**src/rtl/id_ex_stage_reg.sv**
```systemverilog
// ID/EX pipeline register with load-use hazard detection for the 5-stage MIPS core.
// Defining IDEX_PERF_CNT_EN adds saturating stall/flush event counters (perf_stall_cnt, perf_flush_cnt).
module id_ex_stage_reg #(
    parameter int DATA_W = 32,
    parameter int RA_REG = 31
) (
    input  logic              clk,
    input  logic              rst,
    input  logic              id_valid,
    input  logic [31:0]       id_instr,
    input  logic [DATA_W-1:0] id_pc,
    input  logic [DATA_W-1:0] id_rs_data,
    input  logic [DATA_W-1:0] id_rt_data,
    input  logic [DATA_W-1:0] id_imm_ext,
    input  logic [1:0]        id_RegDst,
    input  logic [1:0]        id_ALUSrcA,
    input  logic [1:0]        id_ALUSrcB,
    input  logic [1:0]        id_MemtoReg,
    input  logic [1:0]        id_Jump,
    input  logic [4:0]        id_ALUOp,
    input  logic              id_MemRead,
    input  logic              id_MemWrite,
    input  logic              id_RegWrite,
    input  logic              ex_flush,
    input  logic              hold,
    output logic              stall_out,
    output logic              ex_valid,
    output logic [DATA_W-1:0] ex_pc,
    output logic [DATA_W-1:0] ex_rs_data,
    output logic [DATA_W-1:0] ex_rt_data,
    output logic [DATA_W-1:0] ex_imm,
    output logic [4:0]        ex_shamt,
    output logic [4:0]        ex_rs_addr,
    output logic [4:0]        ex_rt_addr,
    output logic [4:0]        ex_wr_addr,
    output logic [1:0]        ex_RegDst,
    output logic [1:0]        ex_ALUSrcA,
    output logic [1:0]        ex_ALUSrcB,
    output logic [1:0]        ex_MemtoReg,
    output logic [1:0]        ex_Jump,
    output logic [4:0]        ex_ALUOp,
    output logic              ex_MemRead,
    output logic              ex_MemWrite,
    output logic              ex_RegWrite
`ifdef IDEX_PERF_CNT_EN
    ,
    output logic [15:0]       perf_stall_cnt,
    output logic [15:0]       perf_flush_cnt
`endif
);

    typedef struct packed {
        logic signed [DATA_W-1:0] pc;
        logic signed [DATA_W-1:0] rs_data;
        logic signed [DATA_W-1:0] rt_data;
        logic signed [DATA_W-1:0] imm;
        logic [4:0]               shamt;
        logic [4:0]               rs_addr;
        logic [4:0]               rt_addr;
        logic [4:0]               wr_addr;
        logic [1:0]               regdst;
        logic [1:0]               alusrca;
        logic [1:0]               alusrcb;
        logic [1:0]               memtoreg;
        logic [1:0]               jump;
        logic [4:0]               aluop;
        logic                     memread;
        logic                     memwrite;
        logic                     regwrite;
    } idex_t;

    function automatic logic [4:0] dest_sel(input logic [1:0] regdst,
                                            input logic [4:0] rt,
                                            input logic [4:0] rd);
        case (regdst)
            2'b00:   dest_sel = rt;
            2'b01:   dest_sel = rd;
            2'b10:   dest_sel = 5'(RA_REG);
            default: dest_sel = 5'd0;
        endcase
    endfunction

    idex_t      cap_p0;
    idex_t      stage_p1;
    logic       vld_p1;
    logic [4:0] id_rs;
    logic [4:0] id_rt;
    logic       id_is_j;
    logic       stall;
    logic       unused_funct;

    assign id_rs        = id_instr[25:21];
    assign id_rt        = id_instr[20:16];
    assign id_is_j      = (id_instr[31:26] == 6'b000010) || (id_instr[31:26] == 6'b000011);
    assign unused_funct = ^id_instr[5:0];

    // Load in EX whose destination is read by ID; j/jal carry no rt operand.
    assign stall = vld_p1 & stage_p1.memread & (stage_p1.wr_addr != 5'd0) & id_valid & ~ex_flush &
                   ((stage_p1.wr_addr == id_rs) | ((stage_p1.wr_addr == id_rt) & ~id_is_j));

    // ---- p0: capture word built from the ID slot ----
    always_comb begin
        cap_p0          = '0;
        cap_p0.pc       = $signed(id_pc);
        cap_p0.rs_data  = $signed(id_rs_data);
        cap_p0.rt_data  = $signed(id_rt_data);
        cap_p0.imm      = $signed(id_imm_ext);
        cap_p0.shamt    = id_instr[10:6];
        cap_p0.rs_addr  = id_rs;
        cap_p0.rt_addr  = id_rt;
        cap_p0.wr_addr  = dest_sel(id_RegDst, id_rt, id_instr[15:11]);
        cap_p0.regdst   = id_RegDst;
        cap_p0.alusrca  = id_ALUSrcA;
        cap_p0.alusrcb  = id_ALUSrcB;
        cap_p0.memtoreg = id_MemtoReg;
        cap_p0.jump     = id_valid ? id_Jump : 2'b00;
        cap_p0.aluop    = id_ALUOp;
        cap_p0.memread  = id_valid & id_MemRead;
        cap_p0.memwrite = id_valid & id_MemWrite;
        cap_p0.regwrite = id_valid & id_RegWrite;
    end

    // ---- p1: EX slot register; flush and stall both load an all-zero bubble ----
    always_ff @(posedge clk or posedge rst) begin
        if (rst) begin
            vld_p1   <= 1'b0;
            stage_p1 <= '0;
        end else if (!hold) begin
            if (ex_flush || stall) begin
                vld_p1   <= 1'b0;
                stage_p1 <= '0;
            end else begin
                vld_p1   <= id_valid;
                stage_p1 <= cap_p0;
            end
        end
    end

    assign stall_out   = stall;
    assign ex_valid    = vld_p1;
    assign ex_pc       = stage_p1.pc;
    assign ex_rs_data  = stage_p1.rs_data;
    assign ex_rt_data  = stage_p1.rt_data;
    assign ex_imm      = stage_p1.imm;
    assign ex_shamt    = stage_p1.shamt;
    assign ex_rs_addr  = stage_p1.rs_addr;
    assign ex_rt_addr  = stage_p1.rt_addr;
    assign ex_wr_addr  = stage_p1.wr_addr;
    assign ex_RegDst   = stage_p1.regdst;
    assign ex_ALUSrcA  = stage_p1.alusrca;
    assign ex_ALUSrcB  = stage_p1.alusrcb;
    assign ex_MemtoReg = stage_p1.memtoreg;
    assign ex_Jump     = stage_p1.jump;
    assign ex_ALUOp    = stage_p1.aluop;
    assign ex_MemRead  = stage_p1.memread;
    assign ex_MemWrite = stage_p1.memwrite;
    assign ex_RegWrite = stage_p1.regwrite;

`ifdef IDEX_PERF_CNT_EN
    function automatic logic [15:0] sat_inc(input logic [15:0] v);
        sat_inc = (v == 16'hFFFF) ? v : v + 16'd1;
    endfunction

    logic [15:0] stall_cnt_p1;
    logic [15:0] flush_cnt_p1;

    // ---- p1: event counters, frozen with the pipeline ----
    always_ff @(posedge clk or posedge rst) begin
        if (rst) begin
            stall_cnt_p1 <= 16'd0;
            flush_cnt_p1 <= 16'd0;
        end else if (!hold) begin
            if (stall)
                stall_cnt_p1 <= sat_inc(stall_cnt_p1);
            if (ex_flush)
                flush_cnt_p1 <= sat_inc(flush_cnt_p1);
        end
    end

    assign perf_stall_cnt = stall_cnt_p1;
    assign perf_flush_cnt = flush_cnt_p1;
`endif

endmodule

```
**config.mk**
```make
export PLATFORM = sky130hd
export DESIGN_NAME = id_ex_stage_reg
export DESIGN_NICKNAME = d
export VERILOG_FILES = /design/src/rtl/id_ex_stage_reg.sv
export SDC_FILE = /design/constraint.sdc
export NUM_CORES = 1
export LEC_CHECK = 0
export BUFFER_PORTS_ARGS = -buffer_cell sky130_fd_sc_hd__buf_2
export CAP_MARGIN = 40
export CORE_ASPECT_RATIO = 1.4
export CORE_MARGIN = 5
export CORE_UTILIZATION = 28
export CTS_BUF_LIST = sky130_fd_sc_hd__clkbuf_16
export DETAILED_ROUTE_END_ITERATION = 10
export PLACE_DENSITY_LB_ADDON = 0.15
export SYNTH_ARGS = -nofsm -noshare
export SYNTH_HDL_FRONTEND = slang
export SYNTH_SLANG_ARGS = --single-unit
```
**constraint.sdc**
```tcl
create_clock -name clk -period 11.95 [get_ports clk]
set_clock_uncertainty 0.2 [all_clocks]
set_input_delay 0.5975 -clock clk [delete_from_list [all_inputs] [get_ports clk]]
set_output_delay 0.5975 -clock clk [all_outputs]
set_load 0.1 [all_outputs]
```
# Yosys cells after proc, flatten, opt, wreduce, memory -nomap -nowiden
# Index checks and enable logic that the tools add are counted.
[op_classes]
eq_ne = 6
muxes = 4
bitwise_logic = 12
n_reduce_logical = 4
[op_table]
columns = ["op", "n"]
rows = [
  ["two-way mux 166 bit", 1],
  ["case mux 5 bit (3 select lines)", 1],
  ["== test 6 x 2 -> 1 bit, second input constant", 2],
  ["== test 5 bit", 2],
  ["AND 1 bit", 9],
  ["nonzero test 5 bit", 1],
  ["== test 2 x 1 -> 1 bit, second input constant", 1],
  ["== test 2 bit, second input constant", 1],
  ["zero test 2 bit", 1],
  ["logical OR 1 bit", 2],
  ["two-way mux 2 bit", 1],
  ["NOT 1 bit", 2],
  ["two-way mux 1 bit", 1],
  ["bitwise OR 1 bit", 1],
]
[word_totals]
ff_bits = 167
input_bits = 183
output_inout_bits = 168
word_cells = 44

# Depth between registers and ports, before layout
# Gate-level depths: netlist of run 1.
[depth]
depth_word = 8
depth_mapped = 6
ltp_nobuf = 4

# Least setup slack after synthesis of run 1
# No wires, ideal clock.
[synth_path]
path_kind = "reg-to-output"
from = "register stage_p1 (netlist bit ex_wr_addr[0])"
to = "output stall_out"
t_arrival_ps = 3178
required_ps = 11153
setup_slack_ps = 7975
stages_incl_launch_ff = 6
path_buffers = 1
path_cell_list = "dfrtp_1 > xor2_1 > a211o_1 > o22ai_2 > buf_2 > nor2b_1"
[synth_via]
elab_chain_cells = 5
elab_cells_between_ends = 9
cone_classes = "2 x eq/ne; 6 x bitwise; 1 x reduce/logical"
[synth_rtl]
columns = ["item", "line_no", "source"]
rows = [
  ["from (decl)", "84", "idex_t stage_p1;"],
  ["from (signal assigned)", "134", "stage_p1 <= cap_p0;"],
  ["nonzero test 5 bit", "98", "assign stall = vld_p1 & stage_p1.memread & (stage_p1.wr_addr != 5'd0) & id_valid & ~ex_flush &"],
  ["AND 1 bit (3 in a row)", "98", ""],
  ["AND 1 bit (*)", "98", ""],
  ["to (decl)", "26", "output logic stall_out,"],
]
# Mark *: on every way between the ends. The rest lies on a longest branch, timed or not.

# Worst setup path in the final report of run 1
[layout_path]
from = "register stage_p1 (netlist bit ex_wr_addr[3])"
to = "register stage_p1 (netlist bit ex_rs_data[13])"
[layout_via]
elab_chain_cells = 7
elab_cells_between_ends = 11
cone_classes = "2 x eq/ne; 1 x mux; 6 x bitwise; 2 x reduce/logical"
[layout_rtl]
columns = ["item", "line_no", "source"]
rows = [
  ["nonzero test 5 bit", "98", ""],
  ["AND 1 bit (3 in a row)", "98", ""],
  ["AND 1 bit (*)", "98", ""],
  ["logical OR 1 bit (*)", "129", "if (ex_flush || stall) begin"],
  ["two-way mux 166 bit (*)", "129", ""],
]
# Marked as above.
# A chain may end at the register's enable or synchronous reset.

==> metrics.cfg, run 1 <==
[worst_setup_path]
start_kind = flip-flop
crit_buf_inv = 3
critical_path.max_fanout = 74
crit_chain = or4_1, o2111ai_4, buf_4, buf_12, buf_4, a32oi_1, o21ai_0
cp.arrival_ns = 3.62
cpPeakStageDelay_ns = 0.69
cpMostUsedCell = buf_4
r2r_setup_slack_ns = 8.46
slowest_stage = buf_4
worstSetupPathType = reg -> reg
critPathCaptureType = flip-flop
critPathTopFamily = buffers and inverters
cp_data_required_time_ns = 12.08

[grt]
globalRoute.totalOverflow = 0
grt_max_degree = 95
gr-max-usage-layer = met2
grtUsageMet3_pct = 4.24
use_met1_pct = 21.8
grt_use_total_pct = 17.1
use_met2_pct = 28.1
grt_pass1_wl_mm = 42.8
grt_pass1_vias = 7227
grt_antenna_before_repair = 2

[placed_design]
placed_cells = 1433
dp_hpwl_mm = 18.3
place_area_sq_mm = 0.00980
io_buffers = 343
routabilityCongestion = 0.754

[timing]
tns_ns = 0
slew_headroom_pct = 41.2
rsz0062_at_grt = false
tightest_slew_ns = 0.881
finalCriticalPeriod_ns = 3.49
fin_crit_sh_pct = 29.2
setup_viol = 0
slew_viol_final = 0
finalHoldViolCount = 0
fmax_ghz = 0.287

[clock_network]
cts_resized = 0
cts_root_buffer = clkbuf_16
htree_levels = 4
hold_buffers = 0
clkTransAtPathRegs_ns = 0.06
cts_tree = done
cts_buffers = 17
cts_setup_buffers = 0
clk_latency_ns = 0.42
cts.sinks = 167
cts_max_path_buffers = 2

[synthesis]
ys_seq_elements = 167
yosysUniqueCellTypes = 23
syn_inst = 795
ys_seq_area_share_pct = 53.2
synth_area_sq_mm = 0.00785
syn_avg_cell_area_sq_um = 9.88
syn-num-nets = 978
ys_warn_count = 0

[floorplanning]
chipHeight_um = 208
core_sq_mm = 0.0277
row_count = 72
initial_core_util_pct = 28.4
dieArea_sq_mm = 0.0315
io_pins = 351
die_x_um = 152

[status]
status = complete, no violations

[detailed_routing]
wire_per_inst_um = 18.9
drc = 0
first_pass_iters = 5
ant_nets = 0
initialDrtViolationCount = 531
vias = 7572
viasPerCell = 5.17
wirelength_mm = 27.6

[final_layout]
stdcell_area_sq_mm = 0.0103
fin_cells = 1466
fin_nets = 1265
drive_gt1_share_pct = 35.6
area.growth.synth_to_final_pct = 31.2

[power_and_ir_drop]
clkPwrFrac_pct = 24.4
switching_share_pct = 48.8
p_leak_nw = 4.61
seqPwrFrac_pct = 33.9
finalPower_mw = 2.00
comb_power_share_pct = 41.6
p_switching_mw = 0.978
intPower_mw = 1.03
vdd_ir_drop_max_uv = 95.6
power_density_mw_per_mm2 = 194

[run]
drv_cap = 0

[min_path]
hold_class = in -> async

==> synth_stat cells, drive strengths merged <==
cell type	number	area, sq um
a211o	1	8.76
or4	1	7.51
a32oi	166	1450
clkbuf	72	270
nand3	2	10.0
xor2	2	17.5
nor2	6	22.5
o2111ai	1	15.0
nor4	1	6.26
o2bb2ai	5	43.8
nand2	167	627
nor2b	4	25.0
inv	2	7.51
buf	21	233
xnor2	8	70.1
a22oi	1	7.51
o22ai	1	12.5
o21ai	167	836
dfrtp	167	4180
==> power groups by stage <==
stage / registers, mW / clock network, mW / logic (mW)
3_3_place_gp: 0.689 / 0 / 0.832
3_5_place_dp: 0.690 / 0 / 0.842
6_report: 0.680 / 0.489 / 0.834
5_1_grt: 0.689 / 0.530 / 0.871
4_1_cts: 0.680 / 0.511 / 0.842
2_1_floorplan: 1.22 / 0 / 0.131
==> area by class of cell <==
type	instances	area (sq um)
inverter	2	12.5
clock inverter	14	75.1
tap	370	463
clock buffer	17	425
multi-input combinational	533	3190
timing repair buffer	361	1950
antenna	2	5.00
fill	2885	17400
sequential	167	4180
==> kinds of logic (layout without fill, tap and decap cells) <==
kind of cell / Yosys count / count (layout) / share of synthesized area, %
AO/OA/AOI/OAI: 342 / 342 / 30.3
AND/OR/NAND/NOR: 181 / 181 / 8.89
flip-flops: 167 / 167 / 53.2
buffers and inverters: 95 / 394 / 6.50
XOR/XNOR: 10 / 10 / 1.12
other: 0 / 2 / 0
==> worst register-to-register path, cell delays in order, from the launching register on <==
cell	delay (ns)
dfrtp_1	0.46
or4_1	0.61
o2111ai_4	0.21
buf_4	0.50
buf_12	0.32
buf_4	0.69
a32oi_1	0.30
o21ai_0	0.12
==> metrics by stage <==
stage	hold WS, ns	setup WS [ns]	utilization [%]
floorplan	0.525	6.63	-
global placement	0.267	8.00	34.9
detailed placement	0.274	8.45	35.4
CTS	0.0317	8.45	37.2
global route	0.0582	8.26	37.2
finish	0.0362	8.46	37.2
==> final timing paths <==
kind / from / endpoint / depth (start not counted)
worst min-delay path: rst / ex_rt_data[20] / 2
worst max register to register: ex_wr_addr[3] / ex_rs_data[13] / 7
worst max-delay path: ex_wr_addr[3] / ex_rs_data[13] / 7
max in group asynchronous: rst / ex_rs_data[31] / 3
worst min register to register: ex_rs_data[26] / ex_rs_data[26] / 2
min in group clk: id_imm_ext[24] / ex_imm[24] / 3
==> state kept, by name, summed over array words and instances (netlist names), 5 cells and up <==
register / cells
ex_rt_data: 32
ex_ALUOp: 5
ex_rs_data: 32
ex_imm: 32
ex_pc: 32
ex_rt_addr: 5
ex_wr_addr: 5
ex_shamt: 5
ex_rs_addr: 5
==> placed cells by master (no fill, tap or decap) <==
cell type and instances:
a211o_1 1, a22oi_1 1, a32oi_1 166, buf_12 3, buf_16 3, buf_2 342, buf_4 13, clkbuf_16 17
clkinv_1 2, clkinv_2 2, clkinv_4 1, clkinvlp_4 4, dfrtp_1 167, diode_2 2, inv_1 6, inv_6 1
nand2_1 167, nand3_1 2, nor2_1 5, nor2_4 1, nor2b_1 4, nor4_1 1, o2111ai_4 1, o21ai_0 72
o21ai_1 95, o22ai_4 1, o2bb2ai_1 5, or4_1 1, xnor2_1 8, xor2_1 2
==> layer usage <==
layer  wire length, um  vias to the layer above
met2             14100                      319
li1                  -                     3591
met5                 0                        -
met4               561                        0
met1             11000                     3634
met3              2070                       28
Note: power is estimated with default switching activity, not from simulation.
==> run 2, diff against run 1 <==
==> constraint.sdc (replaced) <==
create_clock -name clk -period 2.8 [get_ports clk]
set_clock_uncertainty 0.2 [all_clocks]
set_input_delay 0.14 -clock clk [delete_from_list [all_inputs] [get_ports clk]]
set_output_delay 0.14 -clock clk [all_outputs]
set_load 0.1 [all_outputs]
==> run 2 against run 1 <==
Net effect:
- sequential power rose to 4.3 times the previous value
- via count rose by 8.0%
- clock power rose to 4.9 times the previous value
- combinational power rose to 4.5 times the previous value
- worst hold slack improved by 0.066 ns
- die area did not move
- routed wire length rose by 4.2%
- global-route usage rose by 0.56 points
==> metrics.cfg, run 2 (synthesized netlist as in run 1, its figures left out) <==
[placed_design]
io_buffers = 343  ; unchanged
dp_hpwl_mm = 17.8  ; was 18.3 mm
place_area_sq_mm = 0.00983  ; was 0.00980 sq mm
routabilityCongestion = 0.759  ; was 0.754

[timing]
fmax_ghz = 0.380
hold-worst-slack_ns = 0.102  ; was 0.0362 ns
fin_crit_sh_pct = 94.0
finalHoldViolCount = 0  ; unchanged
tightest_slew_ns = 0.767  ; was 0.881 ns
finalCriticalPeriod_ns = 2.63
slew_headroom_pct = 48.8  ; was 41.2%
setup_viol = 0  ; unchanged
tns_ns = 0  ; unchanged
rsz0062_at_grt = false  ; unchanged
slew_viol_final = 0  ; unchanged

[detailed_routing]
first_pass_iters = 5  ; unchanged
ant_nets = 0  ; unchanged
wirelength_mm = 28.8  ; was 27.6 mm
wire_per_inst_um = 17.6  ; was 18.9 um
initialDrtViolationCount = 556  ; was 531
vias = 8178  ; was 7572
drc = 0  ; unchanged
viasPerCell = 5.01  ; was 5.17

[worst_setup_path]
reg2reg_depth = 7  ; unchanged
worstSetupPathType = reg -> out  ; was reg -> reg
cp_data_required_time_ns = 2.46  ; was 12.08 ns
critical_path.max_fanout = 38  ; was 74
r2r_setup_slack_ns = 0.32  ; was 8.46 ns
start_kind = flip-flop  ; unchanged
reg2reg_from = ex_wr_addr[4]  ; was ex_wr_addr[3]
cp.arrival_ns = 2.29  ; was 3.62 ns
timing.rr.end = ex_rs_data[30]  ; was ex_rs_data[13]
critPathCaptureType = output port  ; was flip-flop

[final_layout]
area.growth.synth_to_final_pct = 54.5  ; was 31.2%
layout_commonest_cell = buf_2  ; unchanged
layout_common_cells = buf_2, nand2_1, dfrtp_1, dlygate4sd3_1, a32oi_1  ; was buf_2, nand2_1, dfrtp_1
drive_gt1_share_pct = 31.2  ; was 35.6%
post-route-util_pct = 43.9  ; was 37.2%
n_antenna_cell = 0  ; was 2
fin_nets = 1433  ; was 1265
stdcell_area_sq_mm = 0.0121  ; was 0.0103 sq mm

[floorplanning]
dieArea_sq_mm = 0.0315  ; unchanged
row_count = 72  ; unchanged
core_sq_mm = 0.0277  ; unchanged
die_x_um = 152  ; unchanged
chipHeight_um = 208  ; unchanged
io_pins = 351  ; unchanged
initial_core_util_pct = 28.4  ; unchanged

[power_and_ir_drop]
power_density_mw_per_mm2 = 747  ; was 194 mW/mm^2
p_leak_nw = 5.37  ; was 4.61 nW
vdd_ir_drop_max_uv = 392  ; was 95.6 uV

[clock_network]
clk_latency_ns = 0.43  ; was 0.42 ns
cts.sinks = 167  ; unchanged
cts_tree = done  ; unchanged
cts_buffers = 17  ; unchanged
cts_max_path_buffers = 2  ; unchanged
cts_root_buffer = clkbuf_16  ; unchanged
clkTransAtPathRegs_ns = 0.06  ; about the same
htree_levels = 4  ; unchanged

[grt]
grt_antenna_before_repair = 0  ; was 2
globalRoute.totalOverflow = 0  ; unchanged
grt_pass1_vias = 8067  ; was 7227
grt_max_degree = 167  ; was 95
grt_use_total_pct = 17.6  ; was 17.1%
grt_pass1_wl_mm = 44.7  ; was 42.8 mm

[run]
drv_cap = 0  ; unchanged

[status]
status = complete, no violations  ; unchanged

[min_path]
worstHoldStart = hold
min_to = ex_ALUSrcA[1]
min_path_cells = 3
hold_class = in -> reg  ; was in -> async

run 2: cell types whose count changed in the layout (fill, tap and decap cells not counted), sizes merged, moves of 2 or more:
cell	before	now
dlygate4sd3	0	167
clkinv	5	8
clkinvlp	4	2
inv	7	4
diode	2	0
bufinv	0	3
run 2: metal layers:
layer / wire [um] / vias to the layer above / global-route usage [%]
met5: 0 / - / 0
met4: 469 / 0 / 5.24
met3: 2130 / 26 / 3.79
met2: 14600 / 313 / 29.9
met1: 11600 / 3905 / 22.4
li1: - / 3934 / -
run 2: critical path, cell delays in order (launching register included):
cell and delay (ns):
dfrtp_1 0.45, or4_1 0.61, o2111ai_4 0.29, buf_12 0.27
nor2b_4 0.07, buf_12 0.16
run 2: metrics by stage:
stage | power, mW | std cells | setup WS, ns
2_1_floorplan | 5.78 | 795 | 0.109
5_1_grt | 9.43 | 1633 | 0.0858
3_5_place_dp | 6.54 | 1431 | 0.438
6_report | 9.07 | 1633 | 0.167
4_1_cts | 9.19 | 1631 | 0.0354
3_3_place_gp | 6.52 | 1431 | 0.448
run 2: power by group:
group	internal, mW	total (mW)	switching [mW]
Combinational	0.711	3.77	3.06
Sequential	2.72	2.89	0.173
Clock	1.39	2.40	1.01
run 2: final cells by class:
| class | count | area [sq um] |
|---|---|---|
| inverters | 2 | 11.3 |
| fillers | 2709 | 15500 |
| repair buffers | 529 | 3700 |
| flip-flops and latches | 167 | 4180 |
| clock inverters | 15 | 161 |
| multi-input cells | 533 | 3200 |
| well taps | 370 | 463 |
| clock buffers | 17 | 425 |
run 2: worst max path at each step:
stage,startpoint,endpoint,slack (ns),cells past startpoint
floorplan,ex_wr_addr[0],stall_out,0.11,5
global placement,ex_wr_addr[4],ex_MemWrite,0.45,6
detailed placement,ex_wr_addr[4],ex_rs_data[30],0.44,6
CTS,ex_wr_addr[4],stall_out,0.04,5
global route,ex_wr_addr[4],stall_out,0.09,5
finish,ex_wr_addr[4],stall_out,0.17,5
run 2: what timing repair did:
action | 4_1_cts | 5_1_grt
hold endpoints to repair | 333 | 0
endpoints found under the setup margin | 1 | 1
setup buffers | 0 | 2
resized for setup | 0 | 0
hold buffers | 167 | 0
gates cloned | 1 | 0
pin swaps | 0 | 1
==> run 3, diff against run 2 <==
--- a/config.mk
+++ b/config.mk
@@ -8,9 +8,8 @@
 export BUFFER_PORTS_ARGS = -buffer_cell sky130_fd_sc_hd__buf_2
 export CAP_MARGIN = 40
 export CORE_ASPECT_RATIO = 1.4
-export CORE_MARGIN = 5
 export CORE_UTILIZATION = 28
-export CTS_BUF_LIST = sky130_fd_sc_hd__clkbuf_16
+export CTS_BUF_LIST = sky130_fd_sc_hd__clkbuf_4 sky130_fd_sc_hd__clkbuf_8
 export DETAILED_ROUTE_END_ITERATION = 10
 export PLACE_DENSITY_LB_ADDON = 0.15
 export SYNTH_ARGS = -nofsm -noshare
==> run 3 against run 2 <==
Net effect:
- die area down 8.9%
- maximum frequency down 1.7%
- power down 6.5%
- core utilization up 0.42 points
- routed wire length down 1.2%
- worst hold slack worse by 0.042 ns
- critical path type is now reg -> reg
- critical endpoint is now ex_RegDst[1]
- largest cell class unchanged
==> metrics.cfg, run 3 (synthesized netlist as in run 1, its figures left out) <==
[grt]
grt_antenna_before_repair = 0  ; unchanged
grt_pass1_wl_mm = 43.5  ; was 44.7 mm
globalRoute.totalOverflow = 0  ; unchanged
grt_use_total_pct = 19.3  ; was 17.6%
grt_max_degree = 164  ; was 167
grt_pass1_vias = 8167  ; was 8067

[placed_design]
dp_slack_ns = 0.437  ; was 0.438 ns
io_buffers = 343  ; unchanged
routabilityCongestion = 0.754  ; was 0.759
dp_hpwl_mm = 17.2  ; was 17.8 mm
placed_cells = 1439  ; was 1431

[floorplanning]
die_x_um = 144  ; was 152 um
dieArea_sq_mm = 0.0287  ; was 0.0315 sq mm
chipHeight_um = 200  ; was 208 um
row_count = 72  ; unchanged
io_pins = 351  ; unchanged
initial_core_util_pct = 28.5  ; was 28.4%
core_sq_mm = 0.0276  ; was 0.0277 sq mm

[power_and_ir_drop]
intPower_mw = 4.28  ; was 4.82 mW
comb_power_share_pct = 44.9  ; was 41.6%
seqPwrFrac_pct = 34.1  ; was 31.9%
switching_share_pct = 49.5  ; was 46.8%
p_switching_mw = 4.19  ; was 4.24 mW
finalPower_mw = 8.48  ; was 9.07 mW
vdd_ir_drop_max_uv = 354  ; was 392 uV
p_leak_nw = 5.39  ; was 5.37 nW
power_density_mw_per_mm2 = 694  ; was 747 mW/mm^2
clkPwrFrac_pct = 21.0  ; was 26.5%

[detailed_routing]
wirelength_mm = 28.5  ; was 28.8 mm
met1_length_mm = 11.6  ; about the same
wire_per_inst_um = 17.2  ; was 17.6 um
dr_wl_met3_mm = 1.71  ; was 2.13 mm
viasPerCell = 5.05  ; was 5.01
vias = 8378  ; was 8178
first_pass_iters = 6  ; was 5
met2_length_mm = 14.4  ; was 14.6 mm
initialDrtViolationCount = 545  ; was 556
ant_nets = 0  ; unchanged
routed.top_layer = met4  ; unchanged
drc = 0  ; unchanged

[clock_network]
cts.sinks = 167  ; unchanged
clk_latency_ns = 0.47  ; was 0.43 ns
cts_buffers = 17  ; unchanged
htree_levels = 4  ; unchanged
clkTransAtPathRegs_ns = 0.10  ; was 0.06 ns
cts_tree = done  ; unchanged
cts_root_buffer = clkbuf_8  ; was clkbuf_16
cts_max_path_buffers = 2  ; unchanged

[worst_setup_path]
critPathTopFamily = buffers and inverters  ; was simple AND/OR/NAND/NOR gates
start_kind = flip-flop  ; unchanged
cpPeakStageDelay_ns = 0.56  ; was 0.61 ns
critPathCaptureType = flip-flop  ; was output port
slowest_stage = or4_1  ; unchanged
crit_buf_inv = 2  ; unchanged
critical_path.max_fanout = 35  ; was 38
cp_data_required_time_ns = 2.99  ; was 2.46 ns
crit_chain = or4_1, o2111ai_4, clkbuf_16, a32oi_1, dlygate4sd3_1, o21ai_1  ; was or4_1, o2111ai_4, buf_12, nor2b_4, buf_12
cp.arrival_ns = 2.87  ; was 2.29 ns
worstSetupPathType = reg -> reg  ; was reg -> out

[run]
drv_cap = 0  ; unchanged

[timing]
tns_ns = 0  ; unchanged
rsz0062_at_grt = false  ; unchanged
slew_headroom_pct = 43.0  ; was 48.8%
finalCriticalPeriod_ns = 2.68  ; was 2.63 ns
slew_viol_final = 0  ; unchanged
fmax_ghz = 0.373  ; was 0.380 GHz
setup_viol = 0  ; unchanged
tightest_slew_ns = 0.854  ; was 0.767 ns
finalHoldViolCount = 0  ; unchanged
fin_crit_sh_pct = 95.6  ; was 94.0%
setup_slack_ns = 0.122  ; was 0.167 ns

[final_layout]
n_antenna_cell = 0  ; unchanged
fin_cells = 1659  ; was 1633
layout_commonest_cell = buf_2  ; unchanged
fin_nets = 1459  ; was 1433
drive_gt1_share_pct = 31.6  ; was 31.2%
post-route-util_pct = 44.3  ; was 43.9%
area.growth.synth_to_final_pct = 55.5  ; was 54.5%
layout_common_cells = buf_2, dlygate4sd3_1, nand2_1, dfrtp_1, a32oi_1  ; was buf_2, nand2_1, dfrtp_1, dlygate4sd3_1, a32oi_1

[status]
status = complete, no violations  ; unchanged

[min_path]
hold_class = in -> reg  ; unchanged

-- run 3: per-stage QoR --
stage          cell area (sq um)  hold WS, ns
2_1_floorplan               7860       0.0673
3_3_place_gp                9900        0.143
3_5_place_dp                9920       -0.168
4_1_cts                    12200       0.0237
5_1_grt                    12200       0.0486
6_report                   12200       0.0603
-- run 3: final cells by class --
cell class / instances / area (sq um)
fill: 2763 / 15400
clock buffer: 23 / 304
sequential: 167 / 4180
inverter: 2 / 11.3
clock inverter: 9 / 90.1
tap: 370 / 463
multi-input combinational: 533 / 3200
timing repair buffer: 555 / 3970
-- run 3: power groups by stage --
stage,sequential [mW],combinational (mW),clock [mW]
6_report,2.89,3.81,1.78
5_1_grt,2.93,3.97,1.94
4_1_cts,2.89,3.82,1.87
3_5_place_dp,2.94,3.61,0
3_3_place_gp,2.93,3.59,0
2_1_floorplan,5.22,0.560,0
-- run 3: worst reg2reg max path: cells and delay by family (launching register included) --
kind | cells | cell delay, ns
buffers and inverters | 2 | 0.85
and+or+nand+nor | 1 | 0.56
AOI/OAI and AO/OA | 3 | 0.51
DFF | 1 | 0.48
-- run 3: routing by layer --
metal,global-route usage [%],vias to the layer above
met4,7.71,0
met3,3.75,42
met5,0,-
met1,23.3,4009
li1,-,3983
met2,33.2,344
-- run 3: final timing paths --
path,end,startpoint,depth (start not counted),slack [ns]
setup / recovery,ex_RegDst[1],ex_wr_addr[0],6,0.12
hold / removal,ex_rs_addr[0],id_instr[27],4,0.06
setup reg to reg,ex_RegDst[1],ex_wr_addr[0],6,0.12
hold reg to reg,ex_rs_data[24],ex_rs_data[24],2,0.29
max in group asynchronous,ex_rt_data[9],rst,6,1.18
min in group asynchronous,ex_pc[6],rst,4,0.49
-- run 3: timing repair --
action,CTS,global route
cloned,0,2
gates resized for setup,0,1
buffers inserted,0,2
hold buffers,185,0
setup endpoints to repair,1,1
pin swaps,0,1
endpoints found under the hold margin,334,0
